==> config.mk <==
export PLATFORM = sky130hd
export DESIGN_NAME = input_page_feeder
export DESIGN_NICKNAME = d
export VERILOG_FILES = /design/src/rtl/input_page_feeder.sv
export SDC_FILE = /design/constraint.sdc
export NUM_CORES = 1
export LEC_CHECK = 0
export ABC_AREA = 1
export CAP_MARGIN = 20
export CORE_MARGIN = 3
export CORE_UTILIZATION = 55
export DETAILED_ROUTE_END_ITERATION = 8
export GPL_ROUTABILITY_DRIVEN = 0
export GPL_TIMING_DRIVEN = 0
export HOLD_SLACK_MARGIN = 0.08
export PLACE_DENSITY = 0.83
export SLEW_MARGIN = 20
export SYNTH_ARGS = -nofsm -noshare
export SYNTH_HDL_FRONTEND = slang
export SYNTH_SLANG_ARGS = --single-unit
==> constraint.sdc <==
create_clock -name clk -period 3.3 [get_ports clk]
set_input_delay 0.33 -clock clk [delete_from_list [all_inputs] [get_ports clk]]
set_output_delay 0.33 -clock clk [all_outputs]
set_load 0.005 [all_outputs]
==> src/rtl/input_page_feeder.sv <==
// input_page_feeder
//   Buffers host pages in a small FIFO and feeds them, one per request, to a
//   downstream parity controller. It frames every PAGES pops with a start
//   pulse at the beginning and a frameDone pulse on the last pop.
//
//   Parameters
//     PAGE_W : width of one page (a 5x5 slice)
//     DEPTH  : FIFO depth, power of two, >= 2
//     PAGES  : pages per frame, >= 2
//
//   Ports
//     clk, rst   : clock; asynchronous active-high reset
//     inValid    : host page valid
//     inData     : host page data
//     inReady    : FIFO has room (combinational); a push is inValid & inReady
//     ready      : controller is idle
//     putInput   : controller requests the next page (1-cycle pulse)
//     start      : 1-cycle frame start pulse
//     pageData   : registered page; it updates on every pop in RUN
//     pageIdx    : pages popped so far in the current frame
//     frameDone  : 1-cycle pulse on the last pop of a frame
//     underflow  : sticky flag for a pop from an empty FIFO; only rst clears it
module input_page_feeder #(
   parameter int PAGE_W = 25,
   parameter int DEPTH  = 4,
   parameter int PAGES  = 64
) (
   input  logic                     clk,
   input  logic                     rst,
   input  logic                     inValid,
   input  logic [PAGE_W-1:0]        inData,
   output logic                     inReady,
   input  logic                     ready,
   input  logic                     putInput,
   output logic                     start,
   output logic [PAGE_W-1:0]        pageData,
   output logic [$clog2(PAGES)-1:0] pageIdx,
   output logic                     frameDone,
   output logic                     underflow
);

   localparam int AW = $clog2(DEPTH);
   localparam int CW = AW + 1;
   localparam int IW = $clog2(PAGES);
   localparam logic [CW-1:0] DEPTH_C  = CW'(DEPTH);
   localparam logic [IW-1:0] LAST_IDX = IW'(PAGES - 1);

   typedef enum logic [1:0] {IDLE, START, RUN, WAIT} state_t;

   state_t              state;
   logic [PAGE_W-1:0]   mem [DEPTH];
   logic [AW-1:0]       wrPtr, rdPtr;
   logic [CW-1:0]       count;
   logic                empty, push, pop, popEff;

   assign empty   = (count == '0);
   assign inReady = (count < DEPTH_C);
   assign push    = inValid && inReady;
   // Requests outside RUN are dropped entirely. An empty pop still counts
   // as a frame pop, but it leaves the FIFO state unchanged.
   assign pop     = putInput && (state == RUN);
   assign popEff  = pop && !empty;

   // The pointers wrap naturally because DEPTH is a power of two.
   always_ff @(posedge clk or posedge rst) begin
      if (rst) begin
         wrPtr <= '0;
         rdPtr <= '0;
         count <= '0;
      end else begin
         if (push)   wrPtr <= wrPtr + AW'(1);
         if (popEff) rdPtr <= rdPtr + AW'(1);
         case ({push, popEff})
            2'b10:   count <= count + CW'(1);
            2'b01:   count <= count - CW'(1);
            default: ;
         endcase
      end
   end

   // Storage needs no reset: zeroing count and the pointers discards its contents.
   always_ff @(posedge clk) begin
      if (push) mem[wrPtr] <= inData;
   end

   always_ff @(posedge clk or posedge rst) begin
      if (rst) begin
         state     <= IDLE;
         start     <= 1'b0;
         frameDone <= 1'b0;
         pageIdx   <= '0;
         pageData  <= '0;
         underflow <= 1'b0;
      end else begin
         start     <= 1'b0;
         frameDone <= 1'b0;
         case (state)
            IDLE: begin
               if (ready && !empty) begin
                  state <= START;
                  start <= 1'b1;   // start is high exactly while in START
               end
            end
            START: begin
               state   <= RUN;
               pageIdx <= '0;
            end
            RUN: begin
               if (putInput) begin
                  pageData <= empty ? '0 : mem[rdPtr];
                  if (empty) underflow <= 1'b1;
                  if (pageIdx == LAST_IDX) begin
                     pageIdx   <= '0;
                     frameDone <= 1'b1;
                     state     <= WAIT;
                  end else begin
                     pageIdx <= pageIdx + IW'(1);
                  end
               end
            end
            WAIT: begin
               // Passing through IDLE keeps the next start at least two
               // cycles after ready is seen.
               if (ready) state <= IDLE;
            end
            default: state <= IDLE;
         endcase
      end
   end

endmodule

==> out/summary.txt, run 1 <==
# hold bufs at CTS -> 0
CTS tree -> built
drt drc -> 0
Setup Fix Bufs, Post-CTS -> 0
Reg2Reg Launch Point -> state[0]
Yosys Warn Count -> 0
Port Buffers -> 64
FF-to-FF setup slack -> 550 ps
synthesis-stage register bit count -> 143
Final period util -> 83.3%
worst hold path class -> input pin to asynchronous set/reset pin
Iteration-0 DRC Markers -> 253
ANT nets after route -> 0
Seq pwr share -> 39.0%
peak supply drop -> 491 uV
Synth Instances -> 464
initial antenna violation count -> 0
Worst Skew -> 8.24 ps
Critical Path Fanout Max -> 10
fin. max-slew vios -> 0
Setup WS post-layout -> 552 ps
EDFF count, synth -> 100
boundary pin count -> 65
CP arrival -> 3160 ps
worst slew pin tran -> 599 ps
Crit path required time -> 3710 ps
CTS buffer count -> 17
worst setup path end -> count[2]
clock network power share -> 28.6%
async set-reset flop share out of synthesis -> 30.1%
Sink Count -> 143
Net Switching -> 2210 uW
Clock Root Buffer -> clkbuf_8
via count -> 3912
DP Worst Slack -> 569 ps
CP Capture Type -> register
P_int -> 4290 uW
DR pass1 iterations -> 5
maxcap violations -> 0
final wirelength -> 13000 um
die width -> 107 um
Reg2Reg Depth -> 11
H-Tree Level Count -> 4
nets -> 593
Mapped Area -> 0.00561 mm^2
fraction of layout cells with a size suffix above 1 -> 8.67%
Die Y -> 107 um
R2R Path End -> count[2]
routed len/inst -> 18.6 um
sequential area share after synthesis -> 72.7%
setup_tns -> 0 ps
max_slew headroom -> 60.1%
outcome -> finished, final reports clean
critical path startpoint -> state[0]
filler cell count in the final layout -> 607
clock latency at the later pin of the worst-skew pair -> 530 ps
Sequential cell area -> 0.00408 mm^2
Logic pwr share -> 32.4%
area of the multi-input gates -> 0.00138 mm^2
CTS clock-pin slew for the worst setup and hold paths -> 70 ps
Placed Area -> 0.00659 mm^2
area of the core -> 0.00986 mm^2
dpl hpwl -> 8060 um
gr usage total -> 24.0%
Synth cell types -> 22
Layout Utilization -> 72.6%
final hold violation count -> 0
fmax -> 0.364 GHz
Via-to-Cell Ratio -> 5.60
GRT overflow -> 0
RSZ-0062 raised after global routing -> no
worst hold slack -> 168 ps
Starting Density -> 56.9%
area of the die -> 0.0115 mm^2
Power Dens Cells -> 907 mW/mm^2
design area -> 0.00716 mm^2
n_diodes -> 0
vias in the first global route -> 4235
Mean Syn Cell Area -> 12.1 um^2
Final setup viols -> 0
Final min period -> 2750 ps
synthesis-to-layout area growth -> 27.6%
CTS Buffer Depth -> 2
first-pass GRT wire length -> 20500 um
main flop type after synthesis -> edfxtp_1
path type of the worst setup path -> register to register
FP Rows -> 36
largest net degree at the start of global routing -> 23
Critical Path Start Type -> register
P_leak -> 0.00280 uW
post-synth net total -> 505
Net Sw Frac -> 34.0%
PostCTS Resize Cnt -> 0
## power groups by stage
stage | logic, uW | clock network [uW] | registers (uW)
after global placement | 1880 | 0 | 2550
after global routing | 2350 | 1940 | 2570
after detailed placement | 2070 | 0 | 2560
final | 2110 | 1860 | 2530
after floorplan | 1140 | 0 | 2540
after CTS | 2110 | 1880 | 2530
## synth_stat cells, drive strengths merged, types with 2 or more instances
cell type | number | area share (%)
a21oi | 3 | 0.27
buf | 6 | 0.53
clkbuf | 14 | 0.94
dfrtp | 43 | 19
edfxtp | 100 | 53
ha | 10 | 2.2
inv | 27 | 1.8
nand2 | 95 | 6.4
nand3 | 6 | 0.53
nand4 | 4 | 0.45
nor2 | 63 | 4.3
o21ai | 57 | 5.3
o22ai | 25 | 2.8
xnor2 | 2 | 0.31
xor2 | 5 | 0.78
## cell type report
cell class              count  area share [%]
multi-input cells         274            19.3
flip-flops and latches    143            57.0
well taps                 133            2.32
inverters                  27            1.42
clock buffers              18            5.84
clock inverters            14            2.17
repair buffers             69            10.9
plain buffers              20            1.15
## cells in the final DEF (no fill, tap or decap), types with 3 or more instances in the layout
master / instances
a21oi_1: 3
buf_16: 5
buf_2: 6
clkbuf_1: 15
clkbuf_16: 16
clkdlybuf4s50_1: 64
dfrtp_1: 43
edfxtp_1: 100
ha_1: 10
inv_1: 26
inv_6: 4
nand2_1: 94
nand3_1: 6
nand4_1: 4
nor2_1: 58
nor2_4: 5
o21ai_0: 56
o22ai_1: 25
xor2_1: 5
## layer usage
| layer | up-vias | routed length, um | track usage, % |
|---|---|---|---|
| li1 | 1781 | - | - |
| met1 | 1889 | 4940 | 27.8 |
| met2 | 202 | 6760 | 40.3 |
| met3 | 40 | 885 | 5.36 |
| met4 | 0 | 368 | 14.9 |
| met5 | - | 0 | 0 |
## worst min-delay path by stage
| stage | cells past startpoint | to | start |
|---|---|---|---|
| 2_1_floorplan | 0 | mem[0][0] | inData[0] |
| 3_3_place_gp | 1 | count[0] | count[0] |
| 3_5_place_dp | 1 | underflow | underflow |
| 4_1_cts | 2 | start | rst |
| 5_1_grt | 2 | start | rst |
| 6_report | 2 | start | rst |
## critical path, stage by stage (launching register included)
cell and delay, ps:
dfrtp_1 400, inv_1 110, ha_1 320, nand2_2 120
nor2_4 290, buf_2 320, ha_1 190, inv_1 70
fa_1 380, a21oi_1 150, o21ai_0 120, xor2_1 150
## kinds of logic (layout without fill, tap and decap cells)
kind of cell             after synthesis  count (layout)  share of synthesized area (%)
AND/OR/NAND/NOR                      170             170                           11.9
flip-flops                           143             143                           72.7
AO/OA/AOI/OAI                         86              86                           8.47
buffers and inverters                 47             148                           3.28
adder cells (fa/ha/maj)               11              11                           2.59
XOR/XNOR                               7               7                           1.09
## state kept, by name (all words and copies together), names as in the netlist
| signal | cells |
|---|---|
| start | 1 |
| frameDone | 1 |
| mem | 100 |
| rdPtr | 2 |
| count | 3 |
| underflow | 1 |
| state | 2 |
| wrPtr | 2 |
| pageIdx | 6 |
| pageData | 25 |
## per-stage QoR
| stage | power, uW | cells |
|---|---|---|
| 6_report | 6490 | 698 |
| 4_1_cts | 6520 | 698 |
| 5_1_grt | 6860 | 698 |
| 3_5_place_dp | 4620 | 666 |
| 2_1_floorplan | 3680 | 464 |
| 3_3_place_gp | 4430 | 661 |
Power figures use the tool's default switching activity.
==> inputs of run 2 (changes only) <==
CORE_UTILIZATION = 50   (was 55)
PLACE_DENSITY = 0.79   (was 0.83)
clock period = 2.5 ns   (was 3.3 ns; I/O delays follow)
==> out/summary.txt, run 2 (synthesis results as in run 1) <==
final hold violation count -> 0 (unchanged)
CP Capture Type -> register (unchanged)
final wirelength -> 12700 um (was 13000 um)
fin. max-slew vios -> 0 (unchanged)
worst slew pin tran -> 584 ps (was 599 ps)
Port Buffers -> 64 (unchanged)
area of the core -> 0.0109 mm^2 (was 0.00986 mm^2)
Final min period -> 2240 ps (was 2750 ps)
Setup WS post-layout -> 256 ps (was 552 ps)
Logic pwr share -> 31.8% (was 32.4%)
CP arrival -> 2640 ps (was 3160 ps)
CTS buffer count -> 17 (unchanged)
Net Sw Frac -> 32.3% (was 34.0%)
initial antenna violation count -> 0 (unchanged)
fraction of layout cells with a size suffix above 1 -> 9.17% (was 8.67%)
Largest register FFs -> 100 (unchanged)
clock latency at the later pin of the worst-skew pair -> 530 ps (about the same)
CTS clock-pin slew for the worst setup and hold paths -> 60 ps (was 70 ps)
DR pass1 iterations -> 5 (unchanged)
Slowest-stage cell, CP -> dfrtp_1 (unchanged)
synthesis-to-layout area growth -> 29.2% (was 27.6%)
fmax -> 0.446 GHz (was 0.364 GHz)
boundary pin count -> 65 (unchanged)
drt drc -> 0 (unchanged)
R2R Path End -> count[2] (unchanged)
dpl hpwl -> 8060 um (about the same)
peak supply drop -> 763 uV (was 491 uV)
hold depth -> 3
Iteration-0 DRC Markers -> 423 (was 253)
DP Worst Slack -> -255 ps (was 569 ps)
P_int -> 5940 uW (was 4290 uW)
path type of the worst setup path -> register to register (unchanged)
Biggest register -> mem (unchanged)
most frequent cells in the layout -> edfxtp_1 (100), nand2_1 (94), clkdlybuf4s50_1 (64) (unchanged)
Crit path required time -> 2900 ps (was 3710 ps)
n_diodes -> 0 (unchanged)
Critical Path Start Type -> register (unchanged)
worst hold path class -> input pin to register (was input pin to asynchronous set/reset pin)
Hold Crit Start -> ready
Layout Utilization -> 66.6% (was 72.6%)
CTS Buffer Depth -> 2 (unchanged)
die width -> 112 um (was 107 um)
worst hold slack -> 323 ps (was 168 ps)
fin cells -> 707 (was 698)
maxcap violations -> 0 (unchanged)
Reg2Reg Launch Point -> state[0] (unchanged)
Starting Density -> 51.6% (was 56.9%)
clock network power share -> 30.1% (was 28.6%)
outcome -> finished, final reports clean (unchanged)
FF-to-FF setup slack -> 260 ps (was 550 ps)
area of the die -> 0.0125 mm^2 (was 0.0115 mm^2)
Via-to-Cell Ratio -> 5.48 (was 5.60)
critical-path cell list -> inv_2, ha_4, nand2_2, nor2_4, buf_6, ha_1, inv_1, fa_1, a21oi_1, o21ai_0, xor2_1 (was inv_1, ha_1, nand2_2, nor2_4, buf_2, ha_1, inv_1, fa_1, a21oi_1, o21ai_0, xor2_1)
nets -> 595 (was 593)
CTS tree -> built (unchanged)
biggest regs -> mem x100, pageData x25, pageIdx x6 (unchanged)
slowest stage delay, CP -> 410 ps (was 400 ps)
hold worst-path end -> start
Critical Path Fanout Max -> 10 (unchanged)
commonest non-fill, non-tap cell in the layout -> edfxtp_1 (unchanged)
GRT overflow -> 0 (unchanged)
placed cell count -> 673 (was 666)
routed len/inst -> 18.0 um (was 18.6 um)
largest net degree at the start of global routing -> 25 (was 23)
Final setup viols -> 0 (unchanged)
setup_tns -> 0 ps (unchanged)
Final period util -> 89.7% (was 83.3%)
first-pass GRT wire length -> 20500 um (about the same)
gr usage total -> 21.4% (was 24.0%)
Seq pwr share -> 38.1% (was 39.0%)
Worst Skew -> 8.82 ps (was 8.24 ps)
vias in the first global route -> 4095 (was 4235)
ANT nets after route -> 0 (unchanged)
RSZ-0062 raised after global routing -> no (unchanged)
Reg2Reg Depth -> 11 (unchanged)
H-Tree Level Count -> 4 (unchanged)
max_slew headroom -> 61.1% (was 60.1%)
Clock Root Buffer -> clkbuf_8 (unchanged)
via count -> 3877 (was 3912)
Die Y -> 112 um (was 107 um)
Net Switching -> 2830 uW (was 2210 uW)
FP Rows -> 38 (was 36)
Power Dens Cells -> 1210 mW/mm^2 (was 907 mW/mm^2)
Sink Count -> 143 (unchanged)
P_leak -> 0.00282 uW (was 0.00280 uW)
-- run 2: worst max-delay path, delay by kind of cell, from the launching register on --
family	cells	cell delay (ps)
flip-flops	1	410
AND/OR/NAND/NOR	2	190
buffers and inverters	3	340
XOR/XNOR	1	150
adder cells (fa/ha/maj)	3	730
AO/OA/AOI/OAI	2	300
-- run 2: worst max-delay path by stage --
stage | startpoint | endpoint | slack (ps) | cells after the start
finish | state[0] | count[2] | 260 | 11
detailed placement | state[0] | count[2] | -260 | 11
global route | state[0] | count[2] | 30 | 11
global placement | inValid | mem[3][17] | -710 | 3
floorplan | state[0] | count[2] | 170 | 11
CTS | state[0] | count[2] | 100 | 11
-- run 2: routing by layer --
metal  track usage, %  up-vias  share of wire, %
li1                 -     1777                 -
met1             26.6     1919                41
met2             35.3      154                51
met3             5.05       27               5.9
met4             10.5        0               2.1
met5                0        -                 0
-- run 2: timing repair --
| item | in CTS | in global routing |
|---|---|---|
| pin swaps | 1 | 0 |
| endpoints found under the setup margin | 2 | 1 |
| endpoints found under the hold margin | 19 | 0 |
| hold buffers | 1 | 0 |
| gates resized for setup | 2 | 3 |
| buffers inserted | 1 | 0 |
| cloned | 0 | 0 |
-- run 2: cell type report --
type                            count  area, um^2
Sequential cell                   143        4080
Tap cell                          140         175
Clock inverter                     10         161
Fill cell                         755        3640
Inverter                           27         101
Clock buffer                       22         463
Buffer                             20        88.8
Timing Repair Buffer               71         788
Multi-Input combinational cell    274        1390
-- run 2: metrics by stage --
step | area, um^2 | power, uW
4_1_cts | 7240 | 8800
2_1_floorplan | 5610 | 4860
5_1_grt | 7250 | 9280
3_3_place_gp | 6430 | 5860
3_5_place_dp | 6590 | 6100
6_report | 7250 | 8780
-- run 2: power groups by stage --
stage / combinational [uW] / clock, uW / sequential [uW]
after CTS: 2800 / 2670 / 3340
after global placement: 2500 / 0 / 3360
after detailed placement: 2730 / 0 / 3380
final: 2790 / 2640 / 3350
after global routing: 3100 / 2780 / 3400
after floorplan: 1500 / 0 / 3360
==> inputs of run 3 (changes only) <==
CORE_ASPECT_RATIO = 1.2   (was unset)
CORE_MARGIN = 1   (was 3)
==> out/summary.txt, run 3 (synthesis results as in run 1) <==
Clock Root Buffer -> clkbuf_16 (was clkbuf_8)
Crit path required time -> 2780 ps (was 2900 ps)
boundary pin count -> 65 (unchanged)
Final period util -> 95.8% (was 89.7%)
Setup WS post-layout -> 106 ps (was 256 ps)
critical path startpoint -> state[0] (unchanged)
Placed Area -> 0.00658 mm^2 (was 0.00659 mm^2)
worst hold path class -> input pin to asynchronous set/reset pin (was input pin to register)
CTS Buffer Depth -> 2 (unchanged)
CP arrival -> 2680 ps (was 2640 ps)
n_diodes -> 0 (unchanged)
Reg2Reg Launch Point -> state[0] (unchanged)
fin. max-slew vios -> 0 (unchanged)
worst slew pin tran -> 547 ps (was 584 ps)
drt drc -> 0 (unchanged)
outcome -> finished, final reports clean (unchanged)
biggest regs -> mem x100, pageData x25, pageIdx x6 (unchanged)
Critical Path Fanout Max -> 10 (unchanged)
RSZ-0062 raised after global routing -> no (unchanged)
CTS clock-pin slew for the worst setup and hold paths -> 60 ps (about the same)
Power Dens Cells -> 1180 mW/mm^2 (was 1210 mW/mm^2)
gr usage total -> 22.8% (was 21.4%)
CTS buffer count -> 17 (unchanged)
global routing's busiest layer -> met2 (unchanged)
routed len/inst -> 17.7 um (was 18.0 um)
CP Capture Type -> register (unchanged)
maxcap violations -> 0 (unchanged)
Sink Count -> 143 (unchanged)
die width -> 98.7 um (was 112 um)
area of the multi-input gates -> 0.00138 mm^2 (was 0.00139 mm^2)
FP Rows -> 42 (was 38)
clock latency at the later pin of the worst-skew pair -> 420 ps (was 530 ps)
path type of the worst setup path -> register to register (unchanged)
via count -> 3878 (was 3877)
CTS tree -> built (unchanged)
design area -> 0.00714 mm^2 (was 0.00725 mm^2)
first-pass GRT wire length -> 19500 um (was 20500 um)
nets -> 594 (was 595)
Worst Skew -> 13.7 ps (was 8.82 ps)
initial antenna violation count -> 0 (unchanged)
area of the core -> 0.0110 mm^2 (was 0.0109 mm^2)
H-Tree Level Count -> 4 (unchanged)
vias in the first global route -> 3973 (was 4095)
GRT met3 Usage -> 5.88% (was 5.05%)
area of the die -> 0.0117 mm^2 (was 0.0125 mm^2)
Iteration-0 DRC Markers -> 271 (was 423)
fmax -> 0.418 GHz (was 0.446 GHz)
Die Y -> 118 um (was 112 um)
most frequent cells in the layout -> edfxtp_1 (100), nand2_1 (94), clkdlybuf4s50_1 (64) (unchanged)
max_slew headroom -> 63.1% (was 61.1%)
synthesis-to-layout area growth -> 27.1% (was 29.2%)
ANT nets after route -> 0 (unchanged)
Critical Path Start Type -> register (unchanged)
DP Worst Slack -> -285 ps (was -255 ps)
met2 Use GR -> 38.7% (was 35.3%)
Largest register FFs -> 100 (unchanged)
DR pass1 iterations -> 5 (unchanged)
peak supply drop -> 474 uV (was 763 uV)
Port Buffers -> 64 (unchanged)
GRT overflow -> 0 (unchanged)
largest net degree at the start of global routing -> 31 (was 25)
dpl hpwl -> 7850 um (was 8060 um)
final hold violation count -> 0 (unchanged)
P_leak -> 0.00279 uW (was 0.00282 uW)
final wirelength -> 12300 um (was 12700 um)
filler cell count in the final layout -> 769 (was 755)
Reg2Reg Depth -> 11 (unchanged)
Sequential cell area -> 0.00408 mm^2 (unchanged)
fraction of layout cells with a size suffix above 1 -> 9.01% (was 9.17%)
met1 Use GR -> 27.0% (was 26.6%)
Biggest register -> mem (unchanged)
Via-to-Cell Ratio -> 5.56 (was 5.48)
Final setup viols -> 0 (unchanged)
Starting Density -> 51.1% (was 51.6%)
Final min period -> 2390 ps (was 2240 ps)
commonest non-fill, non-tap cell in the layout -> edfxtp_1 (unchanged)
[run 3: final timing paths]
kind | endpoint | slack (ps)
setup / recovery | count[2] | 110
hold / removal | pageData[7] | 110
setup reg to reg | count[2] | 110
hold reg to reg | pageData[9] | 480
max in group asynchronous | pageData[19] | 1900
min in group clk | start | 430
[run 3: layout make-up]
type | count | share of cell area, %
timing repair buffer | 70 | 10.9
clock buffer | 20 | 6.26
sequential | 143 | 57.2
multi-input combinational | 274 | 19.4
tap | 132 | 2.31
clock inverter | 12 | 1.37
inverter | 27 | 1.42
buffer | 20 | 1.19
[run 3: power breakdown]
part | leakage [uW] | switching (uW) | total, uW | internal (uW)
clock network | 0.000269 | 934 | 2310 | 1380
logic | 0.00107 | 1630 | 2780 | 1140
registers | 0.00145 | 253 | 3340 | 3090
[run 3: through the flow]
step	hold WS, ps	instances	setup TNS [ps]	power (uW)	util [%]
6_report	107	698	0	8430	65.0
3_5_place_dp	468	665	-285	6110	59.9
5_1_grt	158	698	0	8900	65.0
4_1_cts	111	698	0	8460	65.0
2_1_floorplan	349	464	0	4860	-
3_3_place_gp	451	660	-70130	5860	58.5
[run 3: worst max-delay path, cell delays in order, from the launching register on]
cell,delay (ps)
dfrtp_1,400
inv_1,120
ha_2,290
nand2_2,100
nor2_4,100
buf_4,190
ha_1,160
inv_1,70
fa_1,390
a21oi_1,140
o21ai_0,130
xor2_1,170
[run 3: repair_timing]
item | in CTS | in global routing
gates resized for setup | 2 | 0
hold buffers | 0 | 0
setup buffers | 1 | 0
setup endpoints to repair | 1 | 0
[run 3: layer usage]
| metal | up-vias | share of wire, % |
|---|---|---|
| li1 | 1777 | - |
| met1 | 1896 | 40 |
| met2 | 179 | 52 |
| met3 | 26 | 6.9 |
| met4 | 0 | 1.7 |
| met5 | - | 0 |
